## src/rtl/gfx_arb_pkg.sv

```systemverilog
// Shared types for the graphics-ROM arbiter.
// Requester ids and the transaction state encoding.
package gfx_arb_pkg;

    typedef enum logic [1:0] {
        REQ_BG  = 2'd0,
        REQ_FG  = 2'd1,
        REQ_SPR = 2'd2
    } req_id_e;

    typedef enum logic [1:0] {
        ST_IDLE  = 2'd0,
        ST_ISSUE = 2'd1,
        ST_WAIT  = 2'd2
    } state_e;

endpackage

```

## src/rtl/gfx_rom_arbiter_pick.sv

```systemverilog
// Combinational winner select for the graphics-ROM arbiter.
// Raster phase decides whether tiles or sprites take precedence.
module gfx_arb_pick
    import gfx_arb_pkg::*;
(
    input  logic       bg_req,
    input  logic       fg_req,
    input  logic       spr_req,
    input  logic       hbl,
    input  logic [1:0] rr_last,
    input  logic       starve_hit,
    output logic       valid,
    output logic [1:0] winner
);

    logic tile_any;

    assign tile_any = bg_req | fg_req;

    always_comb begin
        valid  = bg_req | fg_req | spr_req;
        winner = REQ_BG;
        if (hbl) begin
            if (spr_req)     winner = REQ_SPR;
            else if (bg_req) winner = REQ_BG;
            else             winner = REQ_FG;
        end else if (spr_req && (starve_hit || !tile_any)) begin
            winner = REQ_SPR;
        end else if (bg_req && fg_req) begin
            // alternate away from whichever tile layer went last
            winner = (rr_last == REQ_BG) ? REQ_FG : REQ_BG;
        end else if (fg_req) begin
            winner = REQ_FG;
        end else begin
            winner = REQ_BG;
        end
    end

endmodule

```

## src/rtl/gfx_rom_arbiter.sv

```systemverilog
// Shares the graphics-ROM read port between BG, FG and sprite fetchers.
// One outstanding read at a time, bounded by an ack watchdog.
module gfx_rom_arbiter
    import gfx_arb_pkg::*;
#(
    parameter int ADDR_W     = 24,
    parameter int DATA_W     = 32,
    parameter int STARVE_MAX = 4,
    parameter int TIMEOUT    = 63
) (
    input  logic              clk,
    input  logic              reset,
    input  logic              hbl,
    input  logic              vbl,
    input  logic              bg_req,
    input  logic [ADDR_W-1:0] bg_addr,
    input  logic              fg_req,
    input  logic [ADDR_W-1:0] fg_addr,
    input  logic              spr_req,
    input  logic [ADDR_W-1:0] spr_addr,
    output logic              bg_ack,
    output logic              fg_ack,
    output logic              spr_ack,
    output logic [DATA_W-1:0] gfx_data,
    output logic              rom_req,
    output logic [ADDR_W-1:0] rom_addr,
    input  logic              rom_ack,
    input  logic [DATA_W-1:0] rom_data,
    output logic              timeout_err
);

    localparam logic [3:0] SMAX = 4'(STARVE_MAX);
    localparam logic [7:0] TMO  = 8'(TIMEOUT);

    state_e            state;
    state_e            state_nx;
    logic [1:0]        cur_id;
    logic [1:0]        rr_last;
    logic [3:0]        starve_cnt;
    logic [7:0]        wd_cnt;
    logic              pick_valid;
    logic [1:0]        pick_id;
    logic              grant;
    logic              done;
    logic [ADDR_W-1:0] grant_addr;
    logic              unused_vbl;

    // vertical blank behaves like the active line for priority
    assign unused_vbl = vbl;

    gfx_arb_pick u_pick (
        .bg_req     (bg_req),
        .fg_req     (fg_req),
        .spr_req    (spr_req),
        .hbl        (hbl),
        .rr_last    (rr_last),
        .starve_hit (starve_cnt == SMAX),
        .valid      (pick_valid),
        .winner     (pick_id)
    );

    assign grant = (state == ST_IDLE) && pick_valid;
    assign done  = (state == ST_WAIT) && (rom_ack || wd_cnt == TMO);

    always_comb begin
        grant_addr = bg_addr;
        unique case (pick_id)
            REQ_FG:  grant_addr = fg_addr;
            REQ_SPR: grant_addr = spr_addr;
            default: grant_addr = bg_addr;
        endcase
    end

    always_ff @(posedge clk or posedge reset) begin
        if (reset) state <= ST_IDLE;
        else       state <= state_nx;
    end

    always_comb begin
        state_nx = state;
        unique case (state)
            ST_IDLE:  if (pick_valid) state_nx = ST_ISSUE;
            ST_ISSUE: state_nx = ST_WAIT;
            ST_WAIT:  if (done) state_nx = ST_IDLE;
            default:  state_nx = ST_IDLE;
        endcase
    end

    always_comb begin
        rom_req = (state == ST_ISSUE) || (state == ST_WAIT);
    end

    always_ff @(posedge clk or posedge reset) begin
        if (reset) begin
            cur_id      <= REQ_BG;
            rr_last     <= REQ_FG;
            starve_cnt  <= '0;
            wd_cnt      <= '0;
            rom_addr    <= '0;
            gfx_data    <= '0;
            bg_ack      <= 1'b0;
            fg_ack      <= 1'b0;
            spr_ack     <= 1'b0;
            timeout_err <= 1'b0;
        end else begin
            bg_ack  <= 1'b0;
            fg_ack  <= 1'b0;
            spr_ack <= 1'b0;
            if (grant) begin
                cur_id   <= pick_id;
                rom_addr <= grant_addr;
            end
            if (grant && !hbl && pick_id != REQ_SPR) rr_last <= pick_id;
            if (!spr_req) begin
                starve_cnt <= '0;
            end else if (grant) begin
                if (pick_id == REQ_SPR)     starve_cnt <= '0;
                else if (starve_cnt != SMAX) starve_cnt <= starve_cnt + 4'd1;
            end
            if (state == ST_ISSUE)     wd_cnt <= '0;
            else if (state == ST_WAIT) wd_cnt <= wd_cnt + 8'd1;
            // a real ack wins over a watchdog expiry in the same cycle
            if (done) begin
                gfx_data <= rom_ack ? rom_data : '0;
                bg_ack   <= (cur_id == REQ_BG);
                fg_ack   <= (cur_id == REQ_FG);
                spr_ack  <= (cur_id == REQ_SPR);
                if (!rom_ack) timeout_err <= 1'b1;
            end
        end
    end

endmodule

```

## config.mk

```make
export PLATFORM = sky130hd
export DESIGN_NAME = gfx_rom_arbiter
export DESIGN_NICKNAME = d
export VERILOG_FILES = /design/src/rtl/gfx_arb_pkg.sv /design/src/rtl/gfx_rom_arbiter_pick.sv /design/src/rtl/gfx_rom_arbiter.sv
export SDC_FILE = /design/constraint.sdc
export NUM_CORES = 1
export LEC_CHECK = 0
export CORE_MARGIN = 5
export CORE_UTILIZATION = 43
export CTS_BUF_LIST = sky130_fd_sc_hd__clkbuf_16
export CTS_CLUSTER_SIZE = 28
export DETAILED_ROUTE_END_ITERATION = 7
export GPL_TIMING_DRIVEN = 0
export PLACE_DENSITY = 0.82
export SYNTH_ARGS = -nofsm -noshare
export SYNTH_HDL_FRONTEND = slang
export SYNTH_SLANG_ARGS = --single-unit
```

## constraint.sdc

```tcl
create_clock -name clk -period 3.35 [get_ports clk]
set_input_delay 0.67 -clock clk [delete_from_list [all_inputs] [get_ports clk]]
set_output_delay 0.67 -clock clk [all_outputs]
set_load 0.02 [all_outputs]
```

==> results.yml, run 1 <==
run_status:
  status: "finished, final reports clean"
yosys:
  async_flop_share_pct: 100
  synth.most_common_cell: "dfrtp_1"
  synth_top_cell_by_area: "dfrtp_1"
  synth_top_area_share_pct: 48.5
  syn_area_per_cell_um2: 10.0
  synth_ff_type: "dfrtp_1"
  synthCells: 397
  synth-edff-count: 0
  ys_seq_area_share_pct: 49.1
  syn_nets: 517
  synth.area.top_cells: "dfrtp_1 (48%), a2bb2oi_1 (7.0%), o31ai_1 (5.3%), a221oi_1 (5.3%), o21ai_0 (4.5%)"
  ys_ff_latch: 78
  syn_area_um2: 3980
  synth.distinct_cells: 48
  yosys_warnings: 0
  synth_top_cells_by_count: "dfrtp_1 (77), inv_1 (43), o21ai_0 (36)"
routing:
  drt-wirelength-per-cell_um: 17.4
  via_per_inst: 5.56
  finalWirelength_um: 12100
  ant_nets: 0
  vias: 3869
  drc: 0
  drt_iter0_drc: 108
  dr.pass1.iters: 6
clock_tree:
  cts_max_level: 3
  numCtsBuffers: 9
  clock_path_buffers: 2
  clk_root_buffer_cell: "clkbuf_16"
  worst_skew_pair.late_latency_ps: 330
  hold_buffers: 0
  clk_pin_slew_ps: 60
  cts_tree: "done"
  clock-sinks: 78
hold_path:
  hold-path-cell-count: 1
  hp-class: "reg2reg"
floorplan:
  start_util_pct: 43.7
  pin_count: 173
  dieWidth_um: 106
  die_area_um2: 11300
  die_h_um: 106
  rows: 35
  core_area_um2: 9110
critical_path:
  critPathRequiredTime_ps: 3580
  cp_max_fo: 10
  rr_endpoint: "rom_addr[3]"
  rrSetupSlack_ps: 520
  crit_path_end: "rom_addr[3]"
  reg2reg_depth: 10
  arrival_ps: 3310
  critPathLaunch: "hbl"
  rr_startpoint: "starve_cnt[0]"
  endpoint_kind: "flip-flop"
  crit_type: "in2reg"
  critPathLaunchType: "primary input"
timing:
  fmax_mhz: 325
  slew-limit-headroom_pct: 68.6
  rsz0062_at_grt: "false"
  tightest_slew_ps: 471
  setup_viol: 0
  fin_skew_ps: 10.0
  hold_viol_final: 0
  slew_violations: 0
  period_share_pct: 92.0
  period_needed_ps: 3080
placement:
  portBuffers: 171
  place_area_um2: 5860
  place.gp.congestion: 0.789
  dp_cells: 680
  hpwl_um: 9490
final_layout:
  fin_cells: 696
  drive_gt1_share_pct: 5.98
  postLayoutCoreUtil_pct: 67.8
  area_growth_pct: 55.3
  nNetsFinal: 700
  final_area_um2: 6170
  fillers: 716
  n_antenna_cell: 0
grt:
  grt_overflow: 0
  grt_max_degree: 57
  grt_pass1_vias: 4004
  grt_pass1_wl_um: 19400
  antenna_found_initial: 0
  grt.total_usage_pct: 21.5
power_and_ir_drop:
  p_per_area_nw_per_um2: 894
  leakage_nw: 2.71
  ir_worst_vdd_uv: 325
flow_run:
  drv_cap: 0
==> what timing repair did <==
item	in CTS	in global routing
buffers inserted	0	0
gates resized for setup	0	4
setup endpoints to repair	0	8
==> cells in the final DEF (no fill, tap or decap), types with 2 or more instances in the layout <==
cell             count
a21o_1               2
clkdlybuf4s50_1    171
o211ai_1             2
a221oi_1            24
and4b_1              2
clkbuf_2             4
o21ai_0             36
or3_1                2
or4_1                2
nand3_1              3
o21a_1               5
nor2b_1             28
a2bb2oi_1           32
nor2_1               4
buf_2                7
dfrtp_1             77
buf_1                2
o2bb2ai_1            3
ha_1                 8
clkbuf_16            9
nor4_1               2
clkbuf_1            15
o31ai_1             28
inv_1               44
a31oi_1              2
mux2i_1              4
bufinv_16            2
nand2_1             34
o22ai_1              3
o31a_1               2
==> registers in the layout (all words and copies together) (netlist names) <==
name / count
bg_ack: 1
cur_id: 2
fg_ack: 1
gfx_data: 32
rom_addr: 24
rr_last: 2
spr_ack: 1
starve_cnt: 4
state: 2
timeout_err: 1
wd_cnt: 8
==> final cells by class <==
type / count / area, um^2 / share of cell area [%]
clock buffer: 9 / 225 / 3.65
tap: 111 / 139 / 2.25
buffer: 28 / 119 / 1.93
timing repair buffer: 172 / 1740 / 28.2
sequential: 78 / 1950 / 31.6
inverter: 43 / 164 / 2.66
clock inverter: 7 / 88.8 / 1.44
multi-input combinational: 248 / 1750 / 28.3
==> critical path: stages <==
cell and delay, ps:
clkdlybuf4s50_1 510, o31ai_1 290, o21ai_0 210, or2_2 330, ha_1 330, clkbuf_1 310
clkbuf_2 300, a221oi_1 90, o31ai_1 240
==> worst min-delay path by stage <==
stage	from	to	slack [ps]
final	timeout_err	timeout_err	470
after global routing	timeout_err	timeout_err	490
after CTS	timeout_err	timeout_err	480
after detailed placement	timeout_err	timeout_err	470
after global placement	timeout_err	timeout_err	450
after floorplan	rr_last[0]	rr_last[0]	470
==> cell families (layout without fill, tap and decap cells) <==
kind of cell	after synthesis	count (layout)	share of synthesized area, %
buffers and inverters	71	259	6.99
AOI/OAI and AO/OA	147	147	28.0
DFF	78	78	49.1
adders and majority gates	8	8	2.52
and+or+nand+nor	88	88	12.0
muxes	5	5	1.38
==> power breakdown <==
group	total (W)	internal [W]	switching (W)	leakage (nW)
sequential	0.00165	0.00137	0.000276	0.896
combinational	0.00284	0.00136	0.00148	1.66
clock	0.00103	0.000648	0.000379	0.158
==> routing by layer <==
layer,GRT usage [%],up-vias,routed length (um)
met5,0,-,0
met4,8.23,0,293
met3,8.44,25,1180
met2,38.3,170,6060
met1,22.7,1851,4560
li1,-,1823,-
==> through the flow <==
stage               hold WS [ps]  power (W)  setup WS [ps]  setup TNS, ps
floorplan                    466    0.00328            687              0
global placement             449    0.00439           -529         -40320
detailed placement           467    0.00452           -142          -1730
CTS                          480    0.00556            152              0
global route                 485    0.00588           79.3              0
finish                       473    0.00552            270              0
Note: power is estimated with default switching activity, not from simulation.
==> run 2: changes to the inputs <==
--- a/config.mk
+++ b/config.mk
@@ -6,12 +6,13 @@
 export NUM_CORES = 1
 export LEC_CHECK = 0
 export CORE_MARGIN = 5
-export CORE_UTILIZATION = 43
+export CORE_UTILIZATION = 38
 export CTS_BUF_LIST = sky130_fd_sc_hd__clkbuf_16
 export CTS_CLUSTER_SIZE = 28
 export DETAILED_ROUTE_END_ITERATION = 7
 export GPL_TIMING_DRIVEN = 0
-export PLACE_DENSITY = 0.82
+export PLACE_DENSITY = 0.76
+export SKIP_CTS_REPAIR_TIMING = 1
 export SYNTH_ARGS = -nofsm -noshare
 export SYNTH_HDL_FRONTEND = slang
 export SYNTH_SLANG_ARGS = --single-unit
==> constraint.sdc (replaced) <==
create_clock -name clk -period 2.8 [get_ports clk]
set_input_delay 0.56 -clock clk [delete_from_list [all_inputs] [get_ports clk]]
set_output_delay 0.56 -clock clk [all_outputs]
set_load 0.02 [all_outputs]
==> results.yml, run 2 (synthesized netlist as in run 1, its figures left out) <==
run_status:
  status: "finished, final reports clean"
clock_tree:
  clock-sinks: 78
  clock_path_buffers: 2
  cts_max_level: 3
  numCtsBuffers: 9
  cts_tree: "done"
  worst_skew_pair.late_latency_ps: 330
  clk_root_buffer_cell: "clkbuf_16"
  clk_pin_slew_ps: 60
placement:
  place_area_um2: 5890
  place.gp.congestion: 0.807
  portBuffers: 171
  place_ws_ps: -552
  hpwl_um: 9280
  dp_cells: 705
routing:
  drt_iter0_drc: 223
  finalWirelength_um: 11800
  via_per_inst: 5.20
  drt-wirelength-per-cell_um: 16.3
  dr.pass1.iters: 4
  ant_nets: 0
  drc: 0
  vias: 3751
timing:
  period_share_pct: 95.1
  slew_violations: 0
  hold_viol_final: 0
  rsz0062_at_grt: "true"
  setup_ws_ps: 137
  period_needed_ps: 2660
  fin_skew_ps: 5.16
  tightest_slew_ps: 638
  fmax_mhz: 376
  setup_viol: 0
  whs_ps: 455
  slew-limit-headroom_pct: 57.4
final_layout:
  n_antenna_cell: 0
  largest_reg_flops: 32
  top_regs: "gfx_data: 32 flops, rom_addr: 24 flops, wd_cnt: 8 flops"
  fin_cells: 722
  mostFrequentLayoutCells: "clkdlybuf4s50_1 (169), dfrtp_1 (77), inv_1 (44)"
  nNetsFinal: 701
  largest_register: "gfx_data"
  layout_commonest_cell: "clkdlybuf4s50_1"
  final_area_um2: 6240
  area_growth_pct: 57.0
  drive_gt1_share_pct: 8.36
power_and_ir_drop:
  ir_worst_vdd_uv: 444
  p_seq_share_pct: 30.8
  power.share.clock_pct: 15.8
  leakage_nw: 2.76
  swShare_pct: 39.2
  p_per_area_nw_per_um2: 1030
  netSwitchingPower_w: 0.00251
  power_frac_comb_pct: 53.4
  p_int_w: 0.00389
floorplan:
  die_h_um: 112
  core_area_um2: 10300
  start_util_pct: 38.7
  dieWidth_um: 112
  rows: 37
  die_area_um2: 12600
  pin_count: 173
grt:
  grt_pass1_wl_um: 19200
  grt_overflow: 0
  antenna_found_initial: 0
  grt.total_usage_pct: 18.6
  grt_pass1_vias: 3956
  grt_max_degree: 55
flow_run:
  drv_cap: 0
critical_path:
  arrival_ps: 2850
  critPathRequiredTime_ps: 2990
  critPathLaunchType: "flip-flop"
  crit_top_cell: "ha_1"
  crit_slowest_cell: "dfrtp_1"
  slowest_delay_ps: 400
  crit_type: "reg2reg"
  cp_max_fo: 10
  endpoint_kind: "flip-flop"
  crit_chain: "inv_1 > ha_1 > and3b_1 > o21a_1 > or2_2 > ha_1 > buf_2 > clkbuf_4 > a221oi_1 > o31ai_1"
hold_path:
  hp-class: "reg2reg"
[run 2: changes by cell type in the layout (fill, tap and decap cells not counted), moves of 3 or more]
cell	previous run	this run
a221oi_1	24	14
buf_4	0	3
a221oi_2	0	10
clkbuf_1	15	12
[run 2: per-stage QoR]
stage	TNS (ps)	power (W)	utilization, %
2_1_floorplan	0	0.00393	-
3_3_place_gp	-86670	0.00527	57.0
3_5_place_dp	-11230	0.00539	57.3
4_1_cts	-3490	0.00642	59.8
5_1_grt	-37.8	0.00686	60.7
6_report	0	0.00640	60.7
[run 2: area by class of cell]
class | instances | area (um^2)
clock inverters | 7 | 33.8
plain buffers | 27 | 125
well taps | 136 | 170
flip-flops and latches | 78 | 1950
repair buffers | 174 | 1760
multi-input cells | 248 | 1810
clock buffers | 9 | 225
inverters | 43 | 164
fillers | 851 | 4030
[run 2: routing by layer]
metal | routed length [um] | GRT usage [%] | vias up
li1 | - | - | 1823
met1 | 4720 | 21.6 | 1779
met2 | 5860 | 32.5 | 138
met3 | 1030 | 6.15 | 11
met4 | 150 | 5.77 | 0
met5 | 0 | 0 | -
[run 2: path summary, 6_finish.rpt]
| kind | from | to | slack, ps | depth (start not counted) |
|---|---|---|---|---|
| max | starve_cnt[0] | rom_addr[11] | 140 | 10 |
| min | timeout_err | timeout_err | 460 | 1 |
| max reg2reg | starve_cnt[0] | rom_addr[11] | 140 | 10 |
| min reg2reg | timeout_err | timeout_err | 460 | 1 |
| max in group asynchronous | reset | rr_last[0] | 1620 | 3 |
| min in group asynchronous | reset | gfx_data[21] | 560 | 2 |
[run 2: worst max-delay path: cells and delay by family (launching register included)]
family | cells | cell delay, ps
AOI/OAI and AO/OA | 3 | 630
and+or+nand+nor | 2 | 530
DFF | 1 | 400
adders and majority gates | 2 | 450
buffers and inverters | 3 | 500
[run 2: power by group through the flow]
stage / clock [W] / sequential, W / combinational [W]
finish: 0.00101 / 0.00197 / 0.00342
global route: 0.00108 / 0.00204 / 0.00374
detailed placement: 0 / 0.00199 / 0.00340
global placement: 0 / 0.00195 / 0.00332
floorplan: 0 / 0.00244 / 0.00149
CTS: 0.00103 / 0.00198 / 0.00341
